<file path="src/rtl/chan_err_inj.sv">
// rtl/chan_err_inj.sv - channel error injector between a convolutional encoder and decoder
//
// Sits on a 2-bit symbol stream and flips both bits of a symbol with probability
// 2^-N per valid symbol, using a 32-bit Galois LFSR as the random source.
// It also keeps window statistics on how many bits were corrupted.
//
// Optional feature macro: CHAN_ERR_INJ_BURST_EN
//   defined   : a hit arms a BURST state, so the next valid symbol is also corrupted
//   undefined : every corruption is a single isolated symbol; the FSM stays in CLEAN
//
// Parameters
//   N          error-rate exponent, legal range 1..16
//   LFSR_SEED  nonzero LFSR value loaded at reset
//   CNT_W      width of the statistics counters
//   WINDOW     number of valid symbols in the statistics window, WINDOW < 2^CNT_W
//
// Ports
//   clk            rising-edge clock
//   rst            synchronous active-high reset
//   sym_i          encoder symbol {g1,g0}
//   valid_i        sym_i qualifier
//   inject_en_i    runtime enable for error injection
//   sym_o          registered, possibly corrupted symbol
//   valid_o        sym_o qualifier, valid_i delayed by one cycle
//   err_inj_o      XOR mask applied to the symbol on sym_o
//   bad_bit_ct_o   corrupted bits counted within the window (saturating)
//   word_ct_o      valid symbols counted, saturating at WINDOW
//   window_done_o  sticky flag, high from the cycle after word_ct_o reaches WINDOW

module chan_err_inj #(
   parameter int          N         = 4,
   parameter logic [31:0] LFSR_SEED = 32'hACE1_0001,
   parameter int          CNT_W     = 16,
   parameter int          WINDOW    = 256
) (
   input  logic             clk,
   input  logic             rst,
   input  logic [1:0]       sym_i,
   input  logic             valid_i,
   input  logic             inject_en_i,
   output logic [1:0]       sym_o,
   output logic             valid_o,
   output logic [1:0]       err_inj_o,
   output logic [CNT_W-1:0] bad_bit_ct_o,
   output logic [CNT_W-1:0] word_ct_o,
   output logic             window_done_o
);

   // x^32 + x^22 + x^2 + x + 1, right-shifting Galois form
   localparam logic [31:0]      POLY    = 32'h8020_0003;
   localparam logic [CNT_W-1:0] WIN_CT  = CNT_W'(WINDOW);
   localparam logic [CNT_W-1:0] CNT_MAX = '1;

   typedef enum logic {
      CLEAN = 1'b0,
      BURST = 1'b1
   } state_t;

   state_t           state;
   state_t           state_next;
   logic [31:0]      lfsr;
   logic [31:0]      lfsr_next;
   logic             hit;
   logic [1:0]       mask;
   logic [1:0]       mask_pc;
   logic             count_en;
   logic [CNT_W:0]   bad_sum;

   // Hit decision uses the LFSR value before this cycle's advance
   assign hit = valid_i & inject_en_i & (&lfsr[N-1:0]);

   // The LFSR only moves on valid symbols, so idle cycles never change the
   // sequence of random decisions seen by the symbol stream
   always_comb begin
      lfsr_next = lfsr;
      if (valid_i) begin
         lfsr_next = {1'b0, lfsr[31:1]} ^ (lfsr[0] ? POLY : 32'h0000_0000);
      end
   end

   always_comb begin
      state_next = state;
      mask       = 2'b00;
      case (state)
         CLEAN: begin
            if (hit) begin
               mask = 2'b11;
`ifdef CHAN_ERR_INJ_BURST_EN
               state_next = BURST;
`endif
            end
         end
         BURST: begin
`ifdef CHAN_ERR_INJ_BURST_EN
            // Dropping the enable cancels the pending burst without corrupting.
            // Otherwise wait (across idle cycles) for the next valid symbol and
            // force it corrupt; a hit on that same symbol does not re-arm.
            if (!inject_en_i) begin
               state_next = CLEAN;
            end else if (valid_i) begin
               mask       = 2'b11;
               state_next = CLEAN;
            end
`else
            state_next = CLEAN;
`endif
         end
         default: state_next = CLEAN;
      endcase
   end

   // Statistics only cover the first WINDOW valid symbols after reset
   assign count_en = valid_i & (word_ct_o < WIN_CT);
   assign mask_pc  = {1'b0, mask[1]} + {1'b0, mask[0]};
   assign bad_sum  = {1'b0, bad_bit_ct_o} + (CNT_W+1)'(mask_pc);

   always_ff @(posedge clk) begin
      if (rst) begin
         state <= CLEAN;
         lfsr  <= LFSR_SEED;
      end else begin
         state <= state_next;
         lfsr  <= lfsr_next;
      end
   end

   always_ff @(posedge clk) begin
      if (rst) begin
         sym_o     <= 2'b00;
         valid_o   <= 1'b0;
         err_inj_o <= 2'b00;
      end else begin
         valid_o <= valid_i;
         // sym_o and err_inj_o hold across idle cycles
         if (valid_i) begin
            sym_o     <= sym_i ^ mask;
            err_inj_o <= mask;
         end
      end
   end

   always_ff @(posedge clk) begin
      if (rst) begin
         word_ct_o     <= '0;
         bad_bit_ct_o  <= '0;
         window_done_o <= 1'b0;
      end else begin
         if (count_en) begin
            word_ct_o <= word_ct_o + 1'b1;
            if (bad_sum > {1'b0, CNT_MAX}) begin
               bad_bit_ct_o <= CNT_MAX;
            end else begin
               bad_bit_ct_o <= bad_sum[CNT_W-1:0];
            end
         end
         // Registered compare gives the one-cycle lag behind word_ct_o; sticky until reset
         if (word_ct_o == WIN_CT) begin
            window_done_o <= 1'b1;
         end
      end
   end

endmodule

</file>
<file path="config.mk">
export PLATFORM = sky130hd
export DESIGN_NAME = chan_err_inj
export DESIGN_NICKNAME = d
export VERILOG_FILES = /design/src/rtl/chan_err_inj.sv
export SDC_FILE = /design/constraint.sdc
export NUM_CORES = 1
export LEC_CHECK = 0
export BUFFER_PORTS_ARGS = -buffer_cell sky130_fd_sc_hd__buf_2
export CORE_MARGIN = 8
export CORE_UTILIZATION = 46
export DETAILED_ROUTE_END_ITERATION = 8
export HOLD_SLACK_MARGIN = 0.06
export PLACE_DENSITY = 0.69
export SLEW_MARGIN = 20
export SYNTH_ARGS = -nofsm -noshare
export SYNTH_HDL_FRONTEND = slang
export SYNTH_SLANG_ARGS = --single-unit
</file>
<file path="constraint.sdc">
create_clock -name clk -period 2.35 [get_ports clk]
set_input_delay 0.3525 -clock clk [delete_from_list [all_inputs] [get_ports clk]]
set_output_delay 0.3525 -clock clk [all_outputs]
set_load 0.01 [all_outputs]
</file>
# Word-level counts from Yosys, hierarchy flattened
# Index checks and enable logic that the tools add are counted.
# totals
ff_bits	70
in_bits	6
out_inout_bits	38
wordCells	22
# op_classes
addsub	3
order_cmp	2
n_eq_ne	1
n_mux	3
n_bitwise	5
n_reduce_logical	1
# ops
op	count
two-way mux 32 bit	1
bitwise XOR 31 x 32 -> 32 bit	1
adder 16 x 2 -> 17 bit	1
greater-than comparator 17 x 16 -> 1 bit (second input constant)	1
adder 16 x 1 -> 16 bit (second input constant)	1
equality test 16 x 9 -> 1 bit (second input constant)	1
< comparator 16 x 9 -> 1 bit (second input constant)	1
two-way mux 16 bit	1
AND reduction 4 bit	1
AND 1 bit	3
adder 1 x 1 -> 2 bit	1
two-way mux 2 bit	1
bitwise XOR 2 bit	1

# Depth between registers and ports, before layout
# logic_depth
word_depth	7
depth_mapped	12
mapped_depth_nobuf	11

# Worst setup path after synthesis
# OpenSTA, ideal clock, no wires.
# synth_timing
kind	register to register
from	register lfsr[0]
to	register bad_bit_ct_o[13]
setup_ns	0.075
arrival_ns	2.495
required_time_ns	2.275
setup_slack_ns	-0.220
path_stages_with_launch	13
path_buffers	1
synth_period_minus_slack_ns	2.570
path_cell_list	dfxtp_1 ha_1 nand4_1 or2_2 clkbuf_1 inv_1 ha_1 or2_2 ha_1 nand3_1 nor3_1 nand3_2 a31oi_1
# synth_via
elab_chain_len	7
# synth_rtl
item	line	rtl
start, declared	61	logic [31:0] lfsr;
start signal, assigned	123	lfsr <= lfsr_next;
AND reduction 4 bit (*)	70	assign hit = valid_i & inject_en_i & (&lfsr[N-1:0]);
AND 1 bit (*)	70	
via hit	63	logic hit;
two-way mux 2 bit (*)	86	if (hit) begin
adder 1 x 1 -> 2 bit (*)	114	assign mask_pc = {1'b0, mask[1]} + {1'b0, mask[0]};
adder 16 x 2 -> 17 bit (*)	115	assign bad_sum = {1'b0, bad_bit_ct_o} + (CNT_W+1)'(mask_pc);
greater-than comparator 17 x 16 -> 1 bit	150	if (bad_sum > {1'b0, CNT_MAX}) begin
two-way mux 16 bit (*)	150	
end signal, assigned	153	bad_bit_ct_o <= bad_sum[CNT_W-1:0];
end, declared	44	output logic [CNT_W-1:0] bad_bit_ct_o,
# The timed path passes the listed nets; every way through them passes the cells marked *.
# A chain may end at the register's enable or synchronous reset.

# Final worst setup path
# layout_timing
from	register lfsr[1]
to	register bad_bit_ct_o[7]
# The elaborated chain is that of the path after synthesis.

==> flow_results.xml <==
<?xml version="1.0" encoding="UTF-8"?>
<metrics>
  <group name="pwr">
    <metric name="p_sw_share" unit="%">23.50</metric>
    <metric name="report.power.total" unit="mW">2.170</metric>
    <metric name="total_switching_power" unit="mW">0.5100</metric>
    <metric name="power.ir.vdd_worst" unit="mV">0.3804</metric>
    <metric name="power.static_leakage" unit="nW">1.449</metric>
    <metric name="internal_power" unit="mW">1.660</metric>
    <metric name="powerDensity" unit="mW/mm^2">622.6</metric>
    <metric name="pwr-share-seq" unit="%">56.1</metric>
    <metric name="power.share.combinational" unit="%">6.2</metric>
    <metric name="power.share.clock" unit="%">37.7</metric>
  </group>
  <group name="timing">
    <metric name="grt_setup_unrepaired" unit="">true</metric>
    <metric name="final.setup_skew" unit="ps">8.381</metric>
    <metric name="setup_slack" unit="ps">58.88</metric>
    <metric name="maxSlewViolCount" unit="">0</metric>
    <metric name="final_min_period_over_clock_period" unit="%">97.49</metric>
    <metric name="period_minus_slack" unit="ps">2291</metric>
    <metric name="fin_setup_tns" unit="ps">0</metric>
    <metric name="relSlewSlack" unit="%">54.54</metric>
    <metric name="report.final.hold_viol_count" unit="">0</metric>
    <metric name="hold-worst-slack" unit="ps">422.6</metric>
    <metric name="finalSetupViolCount" unit="">0</metric>
    <metric name="transition_time_at_the_pin_with_the_least_slew_margin" unit="ps">676.8</metric>
    <metric name="max_freq" unit="GHz">0.4365</metric>
  </group>
  <group name="global_route">
    <metric name="groute.usage.overall" unit="%">14.52</metric>
    <metric name="globalRouteOverflowTotal" unit="">0</metric>
    <metric name="grt_max_degree" unit="">59</metric>
    <metric name="antenna_found_initial" unit="">0</metric>
    <metric name="grt_first_pass_wirelength" unit="um">10230</metric>
    <metric name="first_global_vias" unit="">2155</metric>
  </group>
  <group name="clock_network">
    <metric name="clock_tree.htree_level_count" unit="">3</metric>
    <metric name="tritoncts" unit="">yes</metric>
    <metric name="clock_insertion_delay_worst_skew" unit="ps">340</metric>
    <metric name="cts.sinks" unit="">69</metric>
    <metric name="clk_transition_reported_paths" unit="ps">70</metric>
    <metric name="clockBufferDepth" unit="">2</metric>
    <metric name="clock-root-buffer" unit="">sky130_fd_sc_hd__clkbuf_8</metric>
    <metric name="cts_inserted_buffers" unit="">9</metric>
    <metric name="cts.hold.buffers_added" unit="">0</metric>
  </group>
  <group name="detailed_routing">
    <metric name="wl_per_cell" unit="um">14.42</metric>
    <metric name="total_via_count_after_detailed_routing" unit="">2314</metric>
    <metric name="drcViolationCount" unit="">0</metric>
    <metric name="route.detailed.vias_per_inst" unit="">5.283</metric>
    <metric name="postRouteAntennaNets" unit="">0</metric>
    <metric name="drt_pre_antenna_iters" unit="">4</metric>
    <metric name="drt-initial-drc-count" unit="">130</metric>
    <metric name="route.final.wire_length" unit="um">6316</metric>
  </group>
  <group name="die">
    <metric name="start_util" unit="%">46.56</metric>
    <metric name="coreArea" unit="mm^2">0.006205</metric>
    <metric name="fp.dieH" unit="um">95.25</metric>
    <metric name="ios" unit="">44</metric>
    <metric name="dieWidth" unit="um">95.25</metric>
    <metric name="die_area" unit="mm^2">0.009073</metric>
    <metric name="placementRows" unit="">29</metric>
  </group>
  <group name="worst_setup_path">
    <metric name="critical_path_cell_list" unit="">ha_2 &gt; nand4_1 &gt; or2_4 &gt; clkinv_4 &gt; ha_4 &gt; or2_4 &gt; nand4_1 &gt; buf_4 &gt; or4_4 &gt; a31oi_2</metric>
    <metric name="crit_path_end_kind" unit="">flop</metric>
    <metric name="critical_path.max_stage_delay" unit="ps">410</metric>
    <metric name="worst-endpoint-arrival" unit="ps">2560</metric>
    <metric name="critical-path-top-delay-family" unit="">simple AND/OR/NAND/NOR gates</metric>
    <metric name="critical_path_class" unit="">flop to flop</metric>
    <metric name="critical_path_peak_fanout" unit="">5</metric>
    <metric name="cp.required" unit="ps">2620</metric>
    <metric name="slowest_cell_on_crit_path" unit="">sky130_fd_sc_hd__or4_4</metric>
    <metric name="critical_path.n_buffers_inverters" unit="">2</metric>
    <metric name="critical_path_launch_point_type" unit="">flop</metric>
  </group>
  <group name="synthesis">
    <metric name="netlist_area" unit="mm^2">0.002889</metric>
    <metric name="postSynthCellCount" unit="">307</metric>
    <metric name="post_synthesis_area_per_instance" unit="um^2">9.410</metric>
    <metric name="netlist-cell-type-count" unit="">44</metric>
    <metric name="syn_nets" unit="">319</metric>
    <metric name="synth_seq_cells" unit="">69</metric>
    <metric name="synth_sequential_area_ratio" unit="%">47.81</metric>
    <metric name="ys_warn_count" unit="">0</metric>
  </group>
  <group name="layout">
    <metric name="area.growth.synth_to_final" unit="%">20.66</metric>
    <metric name="finalNetCount" unit="">369</metric>
    <metric name="stdcell_area" unit="mm^2">0.003486</metric>
    <metric name="diodes" unit="">0</metric>
    <metric name="leading_cell_types_in_the_layout_fill_and_taps_excluded" unit="">sky130_fd_sc_hd__dfxtp_1, sky130_fd_sc_hd__buf_2, sky130_fd_sc_hd__nor2_1, sky130_fd_sc_hd__mux2i_1, sky130_fd_sc_hd__nand2_1</metric>
    <metric name="layout_commonest_cell" unit="">sky130_fd_sc_hd__dfxtp_1</metric>
    <metric name="layoutNonFillerInstCount" unit="">438</metric>
    <metric name="final_layout_size_suffix_gt1_share" unit="%">24.93</metric>
    <metric name="core_utilization_of_the_finished_layout" unit="%">56.18</metric>
  </group>
  <group name="min_path">
    <metric name="worst_hold_check_path_type" unit="">input port to flop</metric>
  </group>
  <group name="placed_design">
    <metric name="placement.cell_area" unit="mm^2">0.003264</metric>
    <metric name="half_perimeter_wire_length_after_detailed_placement" unit="um">4279</metric>
    <metric name="dp_worst_setup_slack" unit="ps">-4.464</metric>
    <metric name="numPlacedInstances" unit="">419</metric>
    <metric name="io_buffer_count" unit="">43</metric>
    <metric name="gp_congestion" unit="">0.8514</metric>
  </group>
  <group name="outcome">
    <metric name="outcome" unit="">finished clean</metric>
  </group>
  <group name="job">
    <metric name="number_of_max_cap_violations" unit="">0</metric>
  </group>
</metrics>
==> cell families after synthesis <==
logic type,count (synthesis),share of synthesized area (%)
AOI/OAI and AO/OA,40,9.182
xor gates and xnor gates,11,3.335
adders and majority gates,6,2.598
buffers and inverters,28,4.201
DFF,69,47.81
muxes,30,10.39
and+or+nand+nor,123,22.48
==> registers in the layout, indices dropped and copies added (netlist names) <==
name           flops
valid_o            1
err_inj_o          1
window_done_o      1
lfsr              32
bad_bit_ct_o      16
sym_o              2
word_ct_o         16
==> power groups by stage <==
| stage | Sequential (mW) | Clock, mW | Combinational, mW |
|---|---|---|---|
| 5_1_grt | 1.22 | 0.891 | 0.150 |
| 2_1_floorplan | 1.25 | 0 | 0.0928 |
| 3_3_place_gp | 1.24 | 0 | 0.132 |
| 3_5_place_dp | 1.24 | 0 | 0.134 |
| 6_report | 1.22 | 0.817 | 0.135 |
| 4_1_cts | 1.22 | 0.838 | 0.135 |
==> path summary, 6_finish.rpt <==
| kind | cells past startpoint | slack, ps | startpoint | end |
|---|---|---|---|---|
| max | 10 | 60 | lfsr[1] | bad_bit_ct_o[7] |
| max reg2reg | 10 | 60 | lfsr[1] | bad_bit_ct_o[7] |
| min reg2reg | 2 | 480 | lfsr[30] | lfsr[29] |
| min | 3 | 420 | rst | lfsr[27] |
==> synth_stat cells (all sizes together) <==
cell	instances	area share [%]
dfxtp	69	48
nor2	37	4.8
mux2i	30	10
nand2	21	2.7
nand3	13	2.4
a21oi	10	1.7
clkbuf	10	1.3
nor3	10	1.9
buf	9	1.7
inv	9	1.2
nor2b	9	1.9
a31oi	8	1.7
nor4	8	2.5
or4	7	1.9
ha	6	2.6
o31ai	6	1.6
xnor2	6	1.8
nand4	5	1.1
xor2	5	1.5
o21ai	4	0.69
or3	4	0.87
a211oi	3	0.78
a41oi	3	0.91
or2	3	0.65
a2111oi	1	0.30
a21o	1	0.26
a311oi	1	0.30
and3	1	0.22
and4	1	0.30
and4b	1	0.35
nand2b	1	0.22
nand3b	1	0.26
nand4b	1	0.30
o211ai	1	0.26
o311a	1	0.35
o41ai	1	0.30
==> layout make-up <==
class	count	area [um^2]
clock buffers	13	148.9
clock inverters	2	10.01
fillers	546	2719
inverters	9	38.79
multi-input cells	210	1480
flip-flops and latches	69	1384
well taps	77	96.34
repair buffers	58	327.8
==> worst register-to-register path: cells and delay by family (launching register included) <==
family / cells / cell delay (ps)
AND/OR/NAND/NOR: 5 / 1160
flip-flops: 1 / 330
buffers and inverters: 2 / 290
adder cells (fa/ha/maj): 2 / 270
AO/OA/AOI/OAI: 1 / 170
==> layer usage <==
metal	global-route usage [%]	vias to the layer above	wire length, um	part of all wire (%)
met4	9.363	0	144	2.3
li1	-	1188	-	-
met2	22.78	47	2931	46
met5	0	-	0	0
met3	4.488	14	332	5.3
met1	16.85	1065	2908	46
==> repair_timing <==
item                                   CTS  global route
buffers inserted                         0             4
pin swaps                                1             9
endpoints found under the hold margin    0             0
resized for setup                        0             7
setup endpoints to repair                1            15
(Power assumes the default switching activity.)
